**config.mk**
```make
export PLATFORM = sky130hd
export DESIGN_NAME = rob_commit_unit
export DESIGN_NICKNAME = d
export VERILOG_FILES = /design/src/rtl/rob_pkg.sv /design/src/rtl/rob_commit_select.sv /design/src/rtl/rob_commit_unit.sv
export SDC_FILE = /design/constraint.sdc
export NUM_CORES = 2
export LEC_CHECK = 0
export CAP_MARGIN = 20
export CORE_UTILIZATION = 40
export DETAILED_ROUTE_END_ITERATION = 7
export PLACE_DENSITY = 0.7
export SLEW_MARGIN = 5
export SYNTH_ARGS = -nofsm -noshare
export SYNTH_HDL_FRONTEND = slang
export SYNTH_SLANG_ARGS = --single-unit
```
**constraint.sdc**
```tcl
create_clock -name clk -period 35.8 [get_ports clk]
set_input_delay 10.74 -clock clk [delete_from_list [all_inputs] [get_ports clk]]
set_output_delay 10.74 -clock clk [all_outputs]
set_load 0.01 [all_outputs]
```
**src/rtl/rob_pkg.sv**
```systemverilog
// Shared types and widths for the reorder buffer and its commit selector.
package rob_pkg;

    // Packed width table: [15:8] = PC width, [7:0] = physical register index width.
    localparam logic [15:0] ROB_WIDTHS    = {8'd32, 8'd6};
    localparam int          PC_W          = int'(ROB_WIDTHS[15:8]);
    localparam int          PHY_W         = int'(ROB_WIDTHS[7:0]);
    localparam int          ARCH_W        = 5;
    localparam int          EXC_W         = 5;
    localparam int          ROB_IDX_MAX_W = 8;

    typedef logic [EXC_W-1:0] exccode_t;

    typedef struct packed {
        logic [ARCH_W-1:0] arch_dest;
        logic [PHY_W-1:0]  phy_dest;
        logic [PHY_W-1:0]  old_phy_dest;
        logic              rf_we;
        logic              is_br;
        logic              is_store;
        logic [PC_W-1:0]   pc;
    } rob_dispatch_t;

    // rob_idx is sized for the largest supported ROB; bits above IDX_W must be zero.
    typedef struct packed {
        logic [ROB_IDX_MAX_W-1:0] rob_idx;
        logic                     ex;
        exccode_t                 exccode;
    } rob_wb_t;

    typedef struct packed {
        logic [ARCH_W-1:0] arch_dest;
        logic [PHY_W-1:0]  phy_dest;
        logic [PHY_W-1:0]  old_phy_dest;
        logic              rf_we;
        logic [PC_W-1:0]   pc;
    } rob_commit_t;

    typedef struct packed {
        logic          valid;
        logic          done;
        logic          ex;
        exccode_t      exccode;
        rob_dispatch_t payload;
    } rob_entry_t;

    // Retirement-relevant status of one head-window entry.
    typedef struct packed {
        logic valid;
        logic done;
        logic ex;
        logic is_br;
        logic is_store;
    } rob_head_t;

endpackage

```
**src/rtl/rob_commit_select.sv**
```systemverilog
// Combinational in-order commit selection over the head window of the ROB.
module rob_commit_select
    import rob_pkg::*;
#(
    parameter int COMMIT_W = 2,
    parameter int CNT_W    = $clog2(COMMIT_W + 1)
) (
    input  rob_head_t [COMMIT_W-1:0] i_head_stat,
    input  logic      [COMMIT_W-1:0] i_live,
    output logic      [COMMIT_W-1:0] o_commit_mask,
    output logic                     o_flush_req,
    output logic      [CNT_W-1:0]    o_commit_cnt
);

    logic w_run;

    // Contiguous mask: stop at the first lane that cannot retire; control ops only in lane 0.
    always_comb begin
        o_commit_mask = {COMMIT_W{1'b0}};
        o_commit_cnt  = CNT_W'(0);
        w_run         = 1'b1;
        o_flush_req   = i_live[0] & i_head_stat[0].valid & i_head_stat[0].done & i_head_stat[0].ex;
        for (int k = 0; k < COMMIT_W; k++) begin
            if (w_run && i_live[k] && i_head_stat[k].valid && i_head_stat[k].done && !i_head_stat[k].ex &&
                ((k == 0) || (!i_head_stat[k].is_br && !i_head_stat[k].is_store))) begin
                o_commit_mask[k] = 1'b1;
                o_commit_cnt     = o_commit_cnt + CNT_W'(1);
            end else begin
                w_run = 1'b0;
            end
        end
    end

endmodule

```
**src/rtl/rob_commit_unit.sv**
```systemverilog
// Parametrised reorder buffer with compacting dispatch, writeback marking,
// in-order multi-lane commit and precise exception flush.
module rob_commit_unit
    import rob_pkg::*;
#(
    parameter int ROB_DEPTH  = 16,
    parameter int DISPATCH_W = 2,
    parameter int WB_W       = 2,
    parameter int COMMIT_W   = 2,
    parameter int IDX_W      = $clog2(ROB_DEPTH)
) (
    input  logic                                clk,
    input  logic                                reset,
    input  logic          [DISPATCH_W-1:0]      dispatch_valid,
    input  rob_dispatch_t [DISPATCH_W-1:0]      dispatch_bus,
    output logic                                dispatch_ready,
    output logic          [DISPATCH_W-1:0][IDX_W-1:0] dispatch_idx,
    input  logic          [WB_W-1:0]            wb_valid,
    input  rob_wb_t       [WB_W-1:0]            wb_bus,
    output logic          [COMMIT_W-1:0]        commit_valid,
    output rob_commit_t   [COMMIT_W-1:0]        commit_bus,
    output logic                                flush,
    output logic          [31:0]                flush_pc,
    output exccode_t                            flush_exccode,
    output logic          [IDX_W:0]             rob_count
);

    localparam int CNT_W  = $clog2(COMMIT_W + 1);
    localparam int DCNT_W = $clog2(DISPATCH_W + 1);

    rob_entry_t                  r_entries [ROB_DEPTH];
    logic [IDX_W-1:0]            r_head;
    logic [IDX_W-1:0]            r_tail;
    logic [IDX_W:0]              r_count;

    logic                        w_accept;
    logic [DCNT_W-1:0]           w_lane_cnt;
    logic [DCNT_W-1:0]           w_n_disp;
    rob_entry_t                  w_head_entry [COMMIT_W];
    rob_head_t  [COMMIT_W-1:0]   w_head_stat;
    logic       [COMMIT_W-1:0]   w_live;
    logic       [COMMIT_W-1:0]   w_commit_mask;
    logic                        w_flush;
    logic       [CNT_W-1:0]      w_n_commit;
    logic       [WB_W-1:0]       w_wb_hit;
    logic       [WB_W-1:0][IDX_W-1:0] w_wb_slot;

    // Ready uses current occupancy only; valid lanes are packed from tail in lane order.
    always_comb begin
        w_accept   = (int'(r_count) <= (ROB_DEPTH - DISPATCH_W));
        w_lane_cnt = DCNT_W'(0);
        for (int i = 0; i < DISPATCH_W; i++) begin
            dispatch_idx[i] = r_tail + IDX_W'(w_lane_cnt);
            if (dispatch_valid[i]) begin
                w_lane_cnt = w_lane_cnt + DCNT_W'(1);
            end else begin
                w_lane_cnt = w_lane_cnt;
            end
        end
        if (w_accept) begin
            w_n_disp = w_lane_cnt;
        end else begin
            w_n_disp = DCNT_W'(0);
        end
        dispatch_ready = w_accept;
    end

    // Head window gather; lanes beyond the occupancy are never live.
    always_comb begin
        for (int k = 0; k < COMMIT_W; k++) begin
            w_head_entry[k] = r_entries[r_head + IDX_W'(k)];
            w_live[k]       = (r_count > (IDX_W + 1)'(k));
            w_head_stat[k]  = '{valid:    w_head_entry[k].valid,
                                done:     w_head_entry[k].done,
                                ex:       w_head_entry[k].ex,
                                is_br:    w_head_entry[k].payload.is_br,
                                is_store: w_head_entry[k].payload.is_store};
            commit_bus[k]   = '{arch_dest:    w_head_entry[k].payload.arch_dest,
                                phy_dest:     w_head_entry[k].payload.phy_dest,
                                old_phy_dest: w_head_entry[k].payload.old_phy_dest,
                                rf_we:        w_head_entry[k].payload.rf_we,
                                pc:           w_head_entry[k].payload.pc};
        end
    end

    rob_commit_select #(
        .COMMIT_W (COMMIT_W),
        .CNT_W    (CNT_W)
    ) u_select (
        .i_head_stat   (w_head_stat),
        .i_live        (w_live),
        .o_commit_mask (w_commit_mask),
        .o_flush_req   (w_flush),
        .o_commit_cnt  (w_n_commit)
    );

    // Commit/flush outputs; flush fields read as zero outside a flush.
    always_comb begin
        commit_valid = w_commit_mask;
        flush        = w_flush;
        rob_count    = r_count;
        if (w_flush) begin
            flush_pc      = w_head_entry[0].payload.pc;
            flush_exccode = w_head_entry[0].exccode;
        end else begin
            flush_pc      = 32'd0;
            flush_exccode = 5'd0;
        end
    end

    // Writeback only lands on an in-range, currently allocated slot.
    always_comb begin
        for (int p = 0; p < WB_W; p++) begin
            w_wb_slot[p] = wb_bus[p].rob_idx[IDX_W-1:0];
            w_wb_hit[p]  = wb_valid[p] && ((32'(wb_bus[p].rob_idx) >> IDX_W) == 32'd0) &&
                           r_entries[w_wb_slot[p]].valid;
        end
    end

    // ROB state; later writeback ports override earlier ones by assignment order.
    always_ff @(posedge clk or posedge reset) begin
        if (reset) begin
            for (int i = 0; i < ROB_DEPTH; i++) begin
                r_entries[i] <= '0;
            end
            r_head  <= IDX_W'(0);
            r_tail  <= IDX_W'(0);
            r_count <= (IDX_W + 1)'(0);
        end else if (w_flush) begin
            for (int i = 0; i < ROB_DEPTH; i++) begin
                r_entries[i].valid <= 1'b0;
            end
            r_head  <= IDX_W'(0);
            r_tail  <= IDX_W'(0);
            r_count <= (IDX_W + 1)'(0);
        end else begin
            for (int k = 0; k < COMMIT_W; k++) begin
                if (w_commit_mask[k]) begin
                    r_entries[r_head + IDX_W'(k)].valid <= 1'b0;
                end
            end
            for (int p = 0; p < WB_W; p++) begin
                if (w_wb_hit[p]) begin
                    r_entries[w_wb_slot[p]].done    <= 1'b1;
                    r_entries[w_wb_slot[p]].ex      <= wb_bus[p].ex;
                    r_entries[w_wb_slot[p]].exccode <= wb_bus[p].exccode;
                end
            end
            for (int i = 0; i < DISPATCH_W; i++) begin
                if (w_accept && dispatch_valid[i]) begin
                    r_entries[dispatch_idx[i]] <= '{valid:   1'b1,
                                                    done:    1'b0,
                                                    ex:      1'b0,
                                                    exccode: 5'd0,
                                                    payload: dispatch_bus[i]};
                end
            end
            r_head  <= r_head + IDX_W'(w_n_commit);
            r_tail  <= r_tail + IDX_W'(w_n_disp);
            r_count <= r_count + (IDX_W + 1)'(w_n_disp) - (IDX_W + 1)'(w_n_commit);
        end
    end

endmodule

```
==> run_results.csv <==
group,metric,value,unit
power_and_ir_drop,irDropWorstVdd,0.0775,mV
sta,timing.slew.headroom,13.5,%
power_and_ir_drop,p_leak,26.3,nW
sta,setup-tns-final,0,ns
floorplanning,fp.dieW,390,um
yosys,yosysUniqueCellTypes,88,
placement,gp_congestion,0.942,
routing,wl_per_cell,35.2,um
finish,syn_to_final_growth,13.3,%
placement,hpwlAfterDp,144000,um
min_path,hold_path.class,"register to register",
min_path,whs_path_depth,1,
finish,layout.cells.most_common,"dfrtp_1",
placement,io_buffers,291,
finish,final_cell_mix,"dfrtp_1 (970), a21oi_1 (543), mux4_2 (540)",
sta,post-route-period-util,65.8,%
global_route,grt_pass1_vias,53900,
routing,vias_per_cell,7.45,
setup_path,crit_chain,"clkdlybuf4s50_1, ha_1, ha_1, xor2_1, clkdlybuf4s50_1",
floorplanning,coreArea,150000,um2
routing,drtIter0Drc,10100,
setup_path,end_kind,"output port",
cts,cts-root-buf,"clkbuf_16",
yosys,yosys_warnings,0,
yosys,ys_seq_area_share,40.4,%
global_route,grt_usage,34.1,%
yosys,syn-cell-area,60200,um2
routing,route.vias.total,56200,
setup_path,crit_fanout,8,
setup_path,cp_data_arrival_time,12.81,ns
cts,htree_levels,3,
setup_path,crit_type,"input pin to output port",
routing,dr.pass1.iters,8,
routing,drtAntennaViolNets,0,
power_and_ir_drop,cellPowerDensity,110,nW/um2
cts,cts_tree,"done",
setup_path,reg2reg_depth,11,
global_route,grt_pass1_wl,382000,um
yosys,ys_dominant_reg_cell,"dfrtp_1",
job,drv_cap,0,
yosys,yosysTopAreaCellShare,40.4,%
setup_path,slowest_stage,"clkdlybuf4s50_1",
sta,finalSetupViolations,0,
floorplanning,fp-row-count,142,
cts,clock_sinks,973,
cts,cts_made_buffers,108,
yosys,ys_async_sr_fraction,100,%
sta,period_minus_slack,23.55,ns
global_route,grt_max_degree,206,
sta,tightest_slew,1.30,ns
sta,rsz0062_at_grt,"false",
global_route,grt_antenna_before_repair,44,
floorplanning,die_area,152000,um2
yosys,yosysTopAreaCell,"dfrtp_1",
finish,final_nets,5579,
outcome,outcome,"complete, but fails checks",
cts,clock_path_buffers,3,
yosys,synth_area_leaders,"dfrtp_1 (40%), mux4_2 (20%), o22ai_1 (4.6%)",
setup_path,crit_buf_inv,2,
setup_path,startpoint_type,"input pin",
sta,skew,0.0444,ns
floorplanning,die_h,390,um
global_route,grt_overflow,0,
routing,remaining_drc_errors,9,
cts,post-cts-setup-buffer-count,0,
sta,slew_viol_final,0,
sta,finalHoldViolCount,0,
floorplanning,initial_core_util,40.2,%
cts,hold_buffers,0,
yosys,avgSynthCellArea,10.7,um2
yosys,synth-seq-cells,973,
floorplanning,ioPinCount,292,
outcome,violations,"design-rule violations",
yosys,synth_fp_nets,5769,
routing,detail_route.wirelength,265000,um
finish,drive_above_1_share,17.5,%
yosys,synth_edf_count,0,
power_and_ir_drop,total_power,7.51,mW
setup_path,cp.required,25.06,ns
cts,cts.clk_slew.worst_paths,0.06,ns
setup_path,worstSetupPathDepth,5,
setup_path,cp_top_family,"buffers and inverters",
sta,fmax,42.5,MHz
cts,clk_latency,0.77,ns
yosys,synth_cells,5605,
cts,ctsResizeCount,0,
setup_path,cp_slowest_stage_delay,0.67,ns
==> final timing paths <==
check                             startpoint               to  slack, ns
setup / recovery           dispatch_valid[0]  dispatch_idx[6]      12.25
hold / removal                r_entries[295]   r_entries[295]       0.49
setup reg to reg                   r_head[1]    r_entries[33]      28.27
hold reg to reg               r_entries[295]   r_entries[295]       0.49
max in group asynchronous              reset   r_entries[739]      21.39
min in group asynchronous              reset   r_entries[836]      10.66
==> Yosys cell counts, types with 102 or more instances <==
cell and n:
dfrtp_1 973, a21oi_1 543, mux4_2 540, o22ai_1 438, nor2_1 433, clkbuf_1 382
nand2_1 321, a2bb2oi_1 238, buf_2 225, o21ai_0 224, mux2i_1 201, a31oi_1 111
buf_1 108, o22a_1 102
==> worst reg2reg max path: stages, from the launching register on <==
cell and delay (ns):
dfrtp_4 0.85, buf_4 1.00, mux4_2 0.63, mux2i_1 0.17
nand2_1 0.60, nand4_4 0.41, buf_4 0.62, buf_4 0.79
buf_4 0.70, and2_4 0.63, buf_4 0.77, a31oi_1 0.18
==> kinds of logic (layout without fill, tap and decap cells) <==
group	Yosys count	in the layout	share of synthesized area [%]
adder cells (fa/ha/maj)	26	26	0.590
XOR/XNOR	10	10	0.145
AO/OA/AOI/OAI	1981	1981	21.5
buffers and inverters	778	676	5.40
multiplexers	748	748	23.7
AND/OR/NAND/NOR	1089	1089	8.25
other	0	23	0
flip-flops	973	973	40.4
==> area by class of cell <==
class / count / area [um2]
Antenna cell: 23 / 57.6
Inverter: 50 / 201
Sequential cell: 973 / 24400
Timing Repair Buffer: 428 / 4070
Fill cell: 13500 / 81400
Multi-Input combinational cell: 3854 / 33100
Clock buffer: 157 / 3270
Clock inverter: 41 / 692
Tap cell: 2016 / 2520
==> report_power, final <==
group	internal (mW)	total, mW	switching, mW
clock network	0.741	1.25	0.509
logic	2.00	4.15	2.15
registers	1.63	2.12	0.483
==> routing by layer <==
layer	share of wire, %	track usage, %
met1	33	41.8
met2	42	47.8
met3	17	14.7
met4	8.4	24.4
met5	0.16	0.287
==> through the flow <==
stage | cell area [um2] | cells | util [%] | hold WS, ns | setup slack [ns]
finish | 68200 | 7542 | 45.6 | 0.489 | 12.25
floorplan | 60200 | 5605 | - | 0.451 | 11.66
global route | 68200 | 7525 | 45.6 | 0.508 | 12.16
global placement | 64100 | 7316 | 42.9 | 0.469 | 12.32
CTS | 68100 | 7514 | 45.5 | 0.489 | 12.25
detailed placement | 64100 | 7316 | 42.9 | 0.475 | 12.24
==> sequential cells by signal (all words and copies together) (netlist names) <==
name	flops
r_entries	960
r_tail	4
r_head	4
rob_count	5
No activity file was read; power rests on OpenSTA's default activity.
